<file path="src/rtl/preimage_search_pkg.sv">
// preimage_pkg: shared state encoding, default widths and the masked-match test.
package preimage_pkg;

    localparam int N_IN_DEF  = 14;
    localparam int N_OUT_DEF = 14;

    typedef enum logic [1:0] {IDLE, SEARCH, DONE} state_e;

    // Operands are zero-extended to 64 bits so one function serves every N_OUT up to 64.
    function automatic logic masked_match(input logic [63:0] resp, input logic [63:0] target,
                                          input logic [63:0] care);
        return ((resp ^ target) & care) == 64'd0;
    endfunction

endpackage

</file>
<file path="src/rtl/preimage_search_if.sv">
// preimage_search_if: start/result handshake plus the candidate/response pair of the external function.
interface preimage_search_if #(
    parameter int N_IN  = 14,
    parameter int N_OUT = 14
) ();
    logic             start_valid;
    logic             start_ready;
    logic [N_OUT-1:0] target;
    logic [N_OUT-1:0] care;
    logic             abort;
    logic [N_IN-1:0]  cand;
    logic [N_OUT-1:0] resp;
    logic             done_valid;
    logic             done_ready;
    logic             sat;
    logic             aborted;
    logic [N_IN-1:0]  witness;
    logic [N_IN:0]    evals;

    modport slave (
        input  start_valid, target, care, abort, resp, done_ready,
        output start_ready, cand, done_valid, sat, aborted, witness, evals
    );

    modport master (
        output start_valid, target, care, abort, resp, done_ready,
        input  start_ready, cand, done_valid, sat, aborted, witness, evals
    );
endinterface

</file>
<file path="src/rtl/preimage_search_match.sv">
// preimage_match: combinational masked comparator between the function response and the target.
module preimage_match
    import preimage_pkg::*;
#(
    parameter int W = N_OUT_DEF
) (
    input  logic [W-1:0] resp,
    input  logic [W-1:0] target,
    input  logic [W-1:0] care,
    output logic         match
);
    assign match = masked_match(64'(resp), 64'(target), 64'(care));
endmodule

</file>
<file path="src/rtl/preimage_search.sv">
// preimage_search: walks candidates 0..2^N_IN-1 through an external function, one per cycle,
// until the masked response equals the target; reports witness, exhaustion or abort.
module preimage_search
    import preimage_pkg::*;
#(
    parameter int N_IN  = N_IN_DEF,
    parameter int N_OUT = N_OUT_DEF
) (
    input logic clk,
    input logic rst_n,
    preimage_search_if.slave bus
);
    localparam logic [N_IN-1:0] CAND_LAST = '1;

    state_e           state_q;
    logic [N_OUT-1:0] target_q;
    logic [N_OUT-1:0] care_q;
    logic [N_IN-1:0]  cand_q;
    logic [N_IN-1:0]  witness_q;
    logic [N_IN:0]    evals_q;
    logic             sat_q;
    logic             aborted_q;
    logic             match;

    preimage_match #(.W(N_OUT)) u_match (
        .resp   (bus.resp),
        .target (target_q),
        .care   (care_q),
        .match  (match)
    );

    always_ff @(posedge clk) begin
        if (!rst_n) begin
            state_q   <= IDLE;
            target_q  <= '0;
            care_q    <= '0;
            cand_q    <= '0;
            witness_q <= '0;
            evals_q   <= '0;
            sat_q     <= 1'b0;
            aborted_q <= 1'b0;
        end else begin
            case (state_q)
                IDLE: begin
                    if (bus.start_valid) begin
                        state_q   <= SEARCH;
                        target_q  <= bus.target;
                        care_q    <= bus.care;
                        cand_q    <= '0;
                        witness_q <= '0;
                        evals_q   <= '0;
                        sat_q     <= 1'b0;
                        aborted_q <= 1'b0;
                    end
                end
                SEARCH: begin
                    // Abort wins over a match in the same cycle and does not count the candidate.
                    if (bus.abort) begin
                        state_q   <= DONE;
                        aborted_q <= 1'b1;
                    end else if (match) begin
                        state_q   <= DONE;
                        sat_q     <= 1'b1;
                        witness_q <= cand_q;
                        evals_q   <= evals_q + 1'b1;
                    end else begin
                        evals_q <= evals_q + 1'b1;
                        if (cand_q == CAND_LAST) state_q <= DONE;
                        else cand_q <= cand_q + 1'b1;
                    end
                end
                DONE: begin
                    if (bus.done_ready) state_q <= IDLE;
                end
                default: state_q <= IDLE;
            endcase
        end
    end

    // Gated by rst_n so no request is taken while reset is still held.
    assign bus.start_ready = rst_n && (state_q == IDLE);
    assign bus.done_valid  = (state_q == DONE);
    assign bus.cand        = cand_q;
    assign bus.sat         = sat_q;
    assign bus.aborted     = aborted_q;
    assign bus.witness     = witness_q;
    assign bus.evals       = evals_q;
endmodule

</file>
<file path="src/flat_wrapper.sv">
// flat-port wrapper written by rule: the top's interface ports become plain ports
module preimage_search_flat import preimage_pkg::*;
#(
    parameter int N_IN  = N_IN_DEF,
    parameter int N_OUT = N_OUT_DEF
)
  (clk, rst_n, bus_start_valid, bus_target, bus_care, bus_abort, bus_resp, bus_done_ready, bus_start_ready, bus_cand, bus_done_valid, bus_sat, bus_aborted, bus_witness, bus_evals);
  preimage_search_if #(.N_IN(N_IN), .N_OUT(N_OUT)) bus_i ();
  input logic clk;
  input logic rst_n;
  input wire logic [$bits(bus_i.start_valid)-1:0] bus_start_valid;
  input wire logic [$bits(bus_i.target)-1:0] bus_target;
  input wire logic [$bits(bus_i.care)-1:0] bus_care;
  input wire logic [$bits(bus_i.abort)-1:0] bus_abort;
  input wire logic [$bits(bus_i.resp)-1:0] bus_resp;
  input wire logic [$bits(bus_i.done_ready)-1:0] bus_done_ready;
  output wire logic [$bits(bus_i.start_ready)-1:0] bus_start_ready;
  output wire logic [$bits(bus_i.cand)-1:0] bus_cand;
  output wire logic [$bits(bus_i.done_valid)-1:0] bus_done_valid;
  output wire logic [$bits(bus_i.sat)-1:0] bus_sat;
  output wire logic [$bits(bus_i.aborted)-1:0] bus_aborted;
  output wire logic [$bits(bus_i.witness)-1:0] bus_witness;
  output wire logic [$bits(bus_i.evals)-1:0] bus_evals;
  assign bus_i.start_valid = bus_start_valid;
  assign bus_i.target = bus_target;
  assign bus_i.care = bus_care;
  assign bus_i.abort = bus_abort;
  assign bus_i.resp = bus_resp;
  assign bus_i.done_ready = bus_done_ready;
  assign bus_start_ready = bus_i.start_ready;
  assign bus_cand = bus_i.cand;
  assign bus_done_valid = bus_i.done_valid;
  assign bus_sat = bus_i.sat;
  assign bus_aborted = bus_i.aborted;
  assign bus_witness = bus_i.witness;
  assign bus_evals = bus_i.evals;
  preimage_search #(.N_IN(N_IN), .N_OUT(N_OUT)) u_core (.clk(clk), .rst_n(rst_n), .bus(bus_i));
endmodule
</file>
<file path="config.mk">
export PLATFORM = sky130hd
export DESIGN_NAME = preimage_search_flat
export DESIGN_NICKNAME = d
export VERILOG_FILES = /design/src/rtl/preimage_search_pkg.sv /design/src/rtl/preimage_search_if.sv /design/src/rtl/preimage_search_match.sv /design/src/rtl/preimage_search.sv /design/src/flat_wrapper.sv
export SDC_FILE = /design/constraint.sdc
export NUM_CORES = 1
export LEC_CHECK = 0
export CORE_MARGIN = 2
export CORE_UTILIZATION = 44
export CTS_CLUSTER_DIAMETER = 50
export DETAILED_ROUTE_END_ITERATION = 8
export PLACE_DENSITY = 0.85
export SLEW_MARGIN = 20
export SYNTH_ARGS = -nofsm -noshare
export SYNTH_HDL_FRONTEND = slang
export SYNTH_SLANG_ARGS = --single-unit
</file>
<file path="constraint.sdc">
create_clock -name clk -period 1.8 [get_ports clk]
set_input_delay 0.27 -clock clk [delete_from_list [all_inputs] [get_ports clk]]
set_output_delay 0.27 -clock clk [all_outputs]
set_load 0.05 [all_outputs]
</file>
==> results.cfg, run 1 <==
[yosys]
synth.lib_cells_used.distinct = 48
synth_seq_area_share = 0.4272
ys_seq_elements = 75
synth.yosys.warnings = 0
synth.net_count = 463
synth-async-reset-ratio = 0
netlist_top_cells_count = nand2_1 (111), dfxtp_1 (75), a21boi_0 (30), nor2_1 (23), xor2_1 (21)
synth_area_leaders = dfxtp_1 (43%), nand2_1 (12%), a21boi_0 (6.4%)
synth_edf_count = 0
yosysTopAreaCell = dfxtp_1
dominantRegCellSynth = dfxtp_1
syn_area_mm2 = 0.003515
postSynthAreaPerCell_um2 = 8.489
synth.most_common_cell = nand2_1
yosys.area.top_type_share = 0.4272
number_of_standard_cells_after_synthesis = 414

[route]
antenna_left = 0
drt-met1-wl_mm = 3.767
drt-wirelength-per-cell_um = 14.25
route.met3.wl_um = 548
detail_route.first_pass.iterations = 4
drt-vias-per-instance = 5.215
dr_total_vias = 3353
top_layer = met4
total_wire_length_after_detailed_routing_mm = 9.161
drt_iter0_markers = 160
dr_wl_met2_mm = 4.716
drc_errors = 0

[setup_path]
reg2reg_slack_ns = 0.04
max_stage_delay_ns = 0.47
setup.worst_path.class = primary input to flop
critical_path.n_buffers_inverters = 3
worst_ep_required_time_ns = 2.03
worst_r2r_endpoint = u_core.bus.cand[12]
crit_chain = clkdlybuf4s50_1, xor2_1, a22oi_1, and4_1, and2_4, buf_8, buf_4, o31ai_2, a21oi_1
path_delay_family = buffers and inverters
reg2regPathDepth = 8
timing.critical_path.slowest_stage_cell = clkdlybuf4s50_1
maximum_fanout_along_the_worst_path = 5
nature_of_the_critical_path_endpoint = flop
regToRegStartpoint = u_core.target_q[7]
worstPathArrival_ns = 2.01
timing.critical_path.from_type = primary input

[timing]
grt_setup_unrepaired = yes
peak_clock_frequency_supported_by_timing_mhz = 562.3
timing.final.hold_violations = 0
worst_pin_slew_ns = 0.5146
slew_headroom = 0.6564
setup_viol = 0
final-max-slew-violation-count = 0
post-route-min-period_ns = 1.779
finalClockSkew_ns = 0.01154
timing.final.ws_setup_ns = 0.02145
period_share = 0.9881
setup_total_negative_slack_ns = 0

[pwr]
p_sw_frac = 0.2545
power.net_switching_uw = 973.6
power.sequential.fraction = 0.457
static-leakage-power_uw = 0.002165
internal_power_uw = 2852
power_density_mw_per_mm2 = 745.5
vdd_ir_drop_max_mv = 0.4837
gate_power_share = 0.195
clock_power_share = 0.348

[clock_tree]
cts_hold_buffers = 0
worstSkewPairLatency_ns = 0.34
cts_inserted_buffers = 9
clk_root_buffer_cell = clkbuf_8
clock_sinks = 75
tritoncts_clock_tree = yes
clock_tree.buffer_depth = 2
htreeDepth = 3
clkSlewWorstSetupHoldPaths_ns = 0.08

[hold_path]
whs_path_depth = 3
holdCritStartpoint = rst_n
hold-path-endpoint = u_core.bus.witness[2]
timing.hold.worst.class = primary input to flop

[global_routing]
maximum_number_of_pins_on_one_net_before_global_route_repair = 33
grt_antenna_before_repair = 0
globalRouteTotalUtil = 0.2073
grt_first_pass_wirelength_mm = 14.46
grt-ovfl-total = 0
number_of_global_route_vias_before_repair = 3153

[floorplanning]
width_of_the_chip_um = 93.38
num_rows = 32
core_footprint_mm2 = 0.007727
start_util = 0.4548
dieArea_mm2 = 0.008719
die-height_um = 93.38
pin_count = 94

[placement]
routability_cong = 0.8194
estimated_wirelength_of_the_detail_placed_design_mm = 6.496
number_of_buffers_inserted_by_port_buffering = 93
detailedPlace.worstSlack_ns = -0.5167

[run]
drv_cap = 0

[run_status]
outcome = finished clean

[layout]
share_of_layout_cells_above_drive_strength_1 = 0.2218
diodes = 0
synthToLayoutAreaGrowth_pct = 45.99
fin_nets = 585
-- cell usage in the layout (no fill, tap or decap), drive strengths merged, types with 12 or more instances in the layout --
master / netlist / layout
nand2: 111 / 111
xor2: 21 / 21
nand3: 12 / 12
buf: 7 / 63
o21ai: 13 / 13
clkdlybuf4s50: 0 / 54
dfxtp: 75 / 75
a21boi: 31 / 31
mux2i: 18 / 18
nor2: 23 / 23
clkbuf: 15 / 16
-- power by group through the flow --
stage               sequential [uW]  clock (uW)  combinational [uW]
global route                   1750        1430                 800
finish                         1750        1330                 745
CTS                            1750        1350                 657
floorplan                      1790           0                 335
global placement               1780           0                 605
detailed placement             1780           0                 620
-- area by class of cell --
class	count	area, um2
Inverter	4	15.01
Timing Repair Buffer	133	1287
Clock buffer	15	176.4
Multi-Input combinational cell	313	1964
Sequential cell	75	1530
Clock inverter	1	30.03
Tap cell	102	127.6
Fill cell	585	2596
-- registers in the layout, indices dropped and copies added (netlist names) --
name                count
u_core.bus.aborted      1
u_core.bus.cand        14
u_core.bus.evals       15
u_core.bus.sat          1
u_core.bus.witness     14
u_core.care_q          14
u_core.state_q          2
u_core.target_q        14
-- stage by stage --
step / hold slack, ns / total power (uW) / util / cells / instance area (um2)
after floorplan: 0.3957 / 2129 / - / 414 / 3561
after global placement: 0.4433 / 2387 / 0.6156 / 622 / 4757
after detailed placement: 0.4503 / 2405 / 0.6156 / 622 / 4757
after CTS: 0.2860 / 3754 / 0.6464 / 640 / 4995
after global routing: 0.2864 / 3983 / 0.6640 / 643 / 5131
final: 0.2970 / 3825 / 0.6640 / 643 / 5131
-- worst min-delay path, cell delays in order --
cell and delay (ns):
buf_2 0.17, nand2_1 0.09, mux2i_1 0.06
-- cells by family (layout without fill, tap and decap cells) --
family / after synthesis / count (layout) / share of synthesized area
compound gates: 79 / 79 / 0.1695
buf+inv: 26 / 153 / 0.03987
flops: 75 / 75 / 0.4272
fa+ha+maj: 2 / 2 / 0.007119
mux: 18 / 18 / 0.05126
xor+xnor: 21 / 21 / 0.05233
simple gates: 193 / 193 / 0.2528
-- how the worst max path moves through the flow --
stage | slack (ns) | to | start | depth (start not counted)
finish | 0.02 | u_core.bus.cand[12] | bus_resp[0] | 9
CTS | 0.004 | u_core.bus.cand[4] | bus_resp[5] | 9
global route | -0.04 | u_core.bus.cand[12] | u_core.target_q[7] | 8
detailed placement | -0.52 | u_core.bus.witness[6] | bus_resp[10] | 7
global placement | -0.45 | u_core.bus.sat | bus_resp[1] | 7
floorplan | 0.005 | u_core.bus.evals[13] | u_core.bus.evals[1] | 5
-- what timing repair did --
item | CTS | global route
pin swaps | 2 | 12
setup buffers | 2 | 2
gates resized for setup | 10 | 26
endpoints found under the setup margin | 29 | 18
cloned | 0 | 1
-- per-layer routing --
metal / global-route usage / vias up
li1: - / 1658
met1: 0.2472 / 1577
met2: 0.3585 / 106
met3: 0.05560 / 12
met4: 0.07230 / 0
met5: 0 / -
Power figures use the tool's default switching activity.
==> run 2, diff against run 1 <==
SETUP_SLACK_MARGIN = 0.5   (was unset)
SKIP_LAST_GASP = 1   (was unset)
==> run 2 against run 1 <==
The flow now finishes with violations (setup timing). Routed wire length grew 32%. Worst hold slack better by 0.0095 ns. Final area increased by 17%. Largest power group unchanged. Largest cell class unchanged. Setup slack got worse by 0.11 ns.
==> results.cfg, run 2 (synthesis results as in run 1) <==
[run_status]
outcome = complete, but fails checks
failed_checks = setup timing

[layout]
largest_register_ffs = 15
finish.cell_count_without_fillers = 677
mostFrequentLayoutCells = nand2_1 (88), buf_4 (54), dfxtp_1 (40)
diodes = 0
fillCellCount = 451
fin_nets = 619
mostFrequentLayoutCell = nand2_1
share_of_layout_cells_above_drive_strength_1 = 0.4626
synthToLayoutAreaGrowth_pct = 70.63

[timing]
final-max-slew-violation-count = 0
grt_setup_unrepaired = yes
timing.final.hold_violations = 0
worst_pin_slew_ns = 0.3931
setup_viol = 25
setup_total_negative_slack_ns = -0.9793
peak_clock_frequency_supported_by_timing_mhz = 530.1
slew_headroom = 0.7373
finalClockSkew_ns = 0.01361
period_share = 1.048
timing.final.ws_setup_ns = -0.08633
post-route-min-period_ns = 1.886

[setup_path]
nature_of_the_critical_path_endpoint = flop
timing.critical_path.from_type = flop
maximum_fanout_along_the_worst_path = 5
worstPathArrival_ns = 2.16
worst_ep_required_time_ns = 2.07
setup.worst_path.class = flop to flop

[clock_tree]
clock_tree.buffer_depth = 2
cts_hold_buffers = 0
clk_root_buffer_cell = clkbuf_8
cts_inserted_buffers = 9
tritoncts_clock_tree = yes
htreeDepth = 3
worstSkewPairLatency_ns = 0.35
clkSlewWorstSetupHoldPaths_ns = 0.08
clock_sinks = 75

[route]
detail_route.first_pass.iterations = 5
drt-wirelength-per-cell_um = 17.88
drt_iter0_markers = 193
antenna_left = 0
total_wire_length_after_detailed_routing_mm = 12.11
drt-vias-per-instance = 5.511
dr_total_vias = 3731
drc_errors = 0

[floorplanning]
pin_count = 94
dieArea_mm2 = 0.008719
start_util = 0.4548
die-height_um = 93.38
width_of_the_chip_um = 93.38
num_rows = 32
core_footprint_mm2 = 0.007727

[pwr]
power.sequential.fraction = 0.399
vdd_ir_drop_max_mv = 0.5583
internal_power_uw = 3180
gate_power_share = 0.247
clock_power_share = 0.354
power_density_mw_per_mm2 = 728.7
power.net_switching_uw = 1190
p_sw_frac = 0.2723
static-leakage-power_uw = 0.002539

[run]
drv_cap = 0

[global_routing]
maximum_number_of_pins_on_one_net_before_global_route_repair = 34
grt_first_pass_wirelength_mm = 17.07
grt-ovfl-total = 0
grt_antenna_before_repair = 0
globalRouteTotalUtil = 0.2450
number_of_global_route_vias_before_repair = 3612

[placement]
number_of_buffers_inserted_by_port_buffering = 93
detailedPlace.worstSlack_ns = -0.3988
routability_cong = 0.8182
estimated_wirelength_of_the_detail_placed_design_mm = 6.788
placed_cells = 628

[hold_path]
timing.hold.worst.class = primary input to flop
run 2: cell count changes in the layout (fill, tap and decap cells not counted), moves of 8 or more:
cell | previous run | this run
a21boi_0 | 30 | 0
buf_6 | 1 | 26
clkdlybuf4s50_1 | 54 | 30
nand2_1 | 111 | 88
a21boi_2 | 0 | 21
buf_2 | 1 | 21
nand2_4 | 0 | 19
dfxtp_1 | 56 | 40
a21boi_1 | 1 | 10
dfxtp_4 | 2 | 11
buf_8 | 1 | 9
run 2: cell type report:
type	count	area (um2)	share of cell area
multi-input cells	313	2382	0.3972
repair buffers	167	1642	0.2737
flip-flops and latches	75	1573	0.2623
clock buffers	16	255.2	0.04256
well taps	102	127.6	0.02128
inverters	4	17.52	0.002921
run 2: worst max-delay path: stages, from the launching register on:
cell and delay (ns):
dfxtp_1 0.35, xor2_1 0.18, a22oi_1 0.10, and4_1 0.24
buf_4 0.14, buf_4 0.13, a21oi_4 0.24, buf_4 0.17
nand4b_1 0.10, a21oi_1 0.17
run 2: worst paths after layout:
kind / start / end / slack (ns) / cells after the start
max: u_core.target_q[8] / u_core.bus.cand[5] / -0.09 / 9
min: rst_n / u_core.bus.witness[10] / 0.31 / 3
max reg2reg: u_core.target_q[8] / u_core.bus.cand[5] / -0.09 / 9
min reg2reg: u_core.bus.witness[6] / u_core.bus.witness[6] / 0.46 / 2
run 2: metal layers:
metal  vias to the layer above  global-route usage  routed length, um  share of wire
met1                      1785              0.2847               4580           0.38
met2                       175              0.4376               6350           0.52
met4                         0             0.09681                377          0.031
met3                        39             0.05077                799          0.066
li1                       1732                   -                  -              -
met5                         -                   0                  0              0
run 2: repair_timing:
action | in CTS | in global routing
gates cloned | 3 | 2
pin swaps | 28 | 64
setup endpoints to repair | 107 | 89
gates resized for setup | 204 | 126
buffers inserted | 20 | 8
run 2: power by group through the flow:
stage	registers [uW]	logic [uW]	clock network [uW]
after CTS	1740	835	1550
after floorplan	1790	353	0
final	1740	1080	1550
after global placement	1780	612	0
after detailed placement	1780	628	0
after global routing	1750	1130	1640
run 2: through the flow:
step	total power, uW	hold WS, ns	util	cell area (um2)
after floorplan	2141	0.3957	-	3667
after global placement	2390	0.4445	0.6289	4860
after detailed placement	2410	0.4539	0.6289	4860
after CTS	4126	0.2892	0.7087	5477
after global routing	4515	0.3106	0.7761	5997
final	4370	0.3065	0.7761	5997
==> run 3, diff against run 2 <==
GPL_TIMING_DRIVEN = 0   (was unset)
TNS_END_PERCENT = 30   (was unset)
==> run 3 against run 2 <==
Total power down 12%. Setup slack better by 0.0037 ns. Final cell count down 3.8%. Register-to-register slack about the same. Worst hold slack better by 0.12 ns. The run still ends with setup timing left. Clock power down 19%. Core utilization down 8.1 points. Non-clock buffer count down 26. Fmax up 0.20%. Sequential share of layout area up 3.1 points. Clock-buffer cell count down 4.
==> results.cfg, run 3 (synthesis results as in run 1) <==
[run_status]
outcome = complete, but fails checks
failed_checks = setup timing

[setup_path]
nature_of_the_critical_path_endpoint = flop
worst_ep_required_time_ns = 2.04
maximum_fanout_along_the_worst_path = 6
setup.worst_path.class = flop to flop
timing.critical_path.from_type = flop
worstPathArrival_ns = 2.12

[floorplanning]
core_footprint_mm2 = 0.007727
dieArea_mm2 = 0.008719
die-height_um = 93.38
width_of_the_chip_um = 93.38
num_rows = 32
pin_count = 94
start_util = 0.4548

[route]
drt-met1-wl_mm = 4.245
drt_iter0_markers = 251
dr_total_vias = 3571
drt-wirelength-per-cell_um = 16.41
top_layer = met4
detail_route.first_pass.iterations = 5
dr_wl_met2_mm = 5.295
drc_errors = 0
drt-vias-per-instance = 5.485
route.met3.wl_um = 806
antenna_left = 0
total_wire_length_after_detailed_routing_mm = 10.68

[timing]
period_share = 1.046
peak_clock_frequency_supported_by_timing_mhz = 531.2
final-max-slew-violation-count = 0
worst_pin_slew_ns = 0.5066
setup_viol = 40
grt_setup_unrepaired = yes
finalClockSkew_ns = 0.01078
slew_headroom = 0.6612
timing.final.ws_setup_ns = -0.08261
hold_ws_ns = 0.4273
post-route-min-period_ns = 1.883
timing.final.hold_violations = 0

[run]
drv_cap = 0

[layout]
mostFrequentLayoutCell = nand2_1
share_of_layout_cells_above_drive_strength_1 = 0.2678
diodes = 0
finish.cell_count_without_fillers = 651
final_design_area_excluding_fillers_mm2 = 0.005370
mostFrequentLayoutCells = nand2_1 (106), clkdlybuf4s50_1 (64), dfxtp_1 (43)
largest_register_ffs = 15
fin_nets = 593
synthToLayoutAreaGrowth_pct = 52.79

[hold_path]
timing.hold.worst.class = primary input to flop

[placement]
placed_area_mm2 = 0.004682
routability_cong = 0.8756
estimated_wirelength_of_the_detail_placed_design_mm = 6.875
number_of_buffers_inserted_by_port_buffering = 93
placed_cells = 609

[clock_tree]
clkSlewWorstSetupHoldPaths_ns = 0.08
worstSkewPairLatency_ns = 0.36
tritoncts_clock_tree = yes
cts_inserted_buffers = 9
clock_tree.buffer_depth = 2
htreeDepth = 3
clock_sinks = 75
clk_root_buffer_cell = clkbuf_8

[pwr]
static-leakage-power_uw = 0.002144
power_density_mw_per_mm2 = 714.4
vdd_ir_drop_max_mv = 0.4648

[global_routing]
number_of_global_route_vias_before_repair = 3434
grt_first_pass_wirelength_mm = 16.01
maximum_number_of_pins_on_one_net_before_global_route_repair = 13
globalRouteTotalUtil = 0.2323
grt_antenna_before_repair = 0
grt-ovfl-total = 0
-- run 3: changes by cell type in the layout (fill, tap and decap cells not counted), moves of 17 or more --
cell and delta:
clkdlybuf4s50_1 +34, a21boi_0 +27, buf_4 -27, a21boi_2 -21, buf_2 -20, nand2_1 +18, nand2_4 -17
-- run 3: worst max-delay path: stages, from the launching register on --
cell,delay [ns]
dfxtp_4,0.40
ha_4,0.16
nand3_4,0.08
or3_4,0.34
buf_6,0.15
o21ai_4,0.26
nor2_1,0.10
o31ai_1,0.28
-- run 3: final timing paths --
kind,startpoint,to,slack (ns),cells after the start
worst min-delay path,bus_start_valid,u_core.bus.cand[4],0.43,4
worst max-delay path,u_core.bus.cand[0],u_core.bus.cand[0],-0.08,7
worst min register to register,u_core.bus.witness[1],u_core.bus.witness[1],0.47,2
worst max register to register,u_core.bus.cand[0],u_core.bus.cand[0],-0.08,7
-- run 3: routing by layer --
layer  global-route usage  vias to the layer above
met1               0.2761                     1664
met2               0.4089                      179
met5                    0                        -
li1                     -                     1687
met4              0.08824                        0
met3              0.04915                       41
-- run 3: per-stage QoR --
| step | setup WS [ns] | setup TNS (ns) | total power [uW] | util |
|---|---|---|---|---|
| after CTS | -0.02842 | -0.2502 | 3707 | 0.6687 |
| after global routing | -0.1432 | -3.425 | 3972 | 0.6949 |
| after detailed placement | -1.024 | -20.38 | 2346 | 0.6059 |
| after global placement | -1.008 | -18.66 | 2334 | 0.6059 |
| final | -0.08261 | -1.184 | 3836 | 0.6949 |
| after floorplan | 0.007448 | 0 | 2125 | - |
-- run 3: area by class of cell --
| type | instances | area, um2 |
|---|---|---|
| Buffer | 22 | 193.9 |
| Tap cell | 102 | 127.6 |
| Clock buffer | 12 | 166.4 |
| Multi-Input combinational cell | 313 | 2072 |
| Inverter | 4 | 15.01 |
| Sequential cell | 75 | 1577 |
| Clock inverter | 4 | 22.52 |
| Timing Repair Buffer | 119 | 1196 |
| Fill cell | 575 | 2357 |
-- run 3: timing repair --
action,CTS,global route
endpoints found under the setup margin,122,115
resized for setup,147,53
pin swaps,14,24
gates cloned,3,1
setup buffers,13,9
hold buffers,0,0
-- run 3: power breakdown --
part | internal (uW) | switching [uW]
registers | 1700 | 38.0
logic | 445 | 397
clock network | 616 | 644
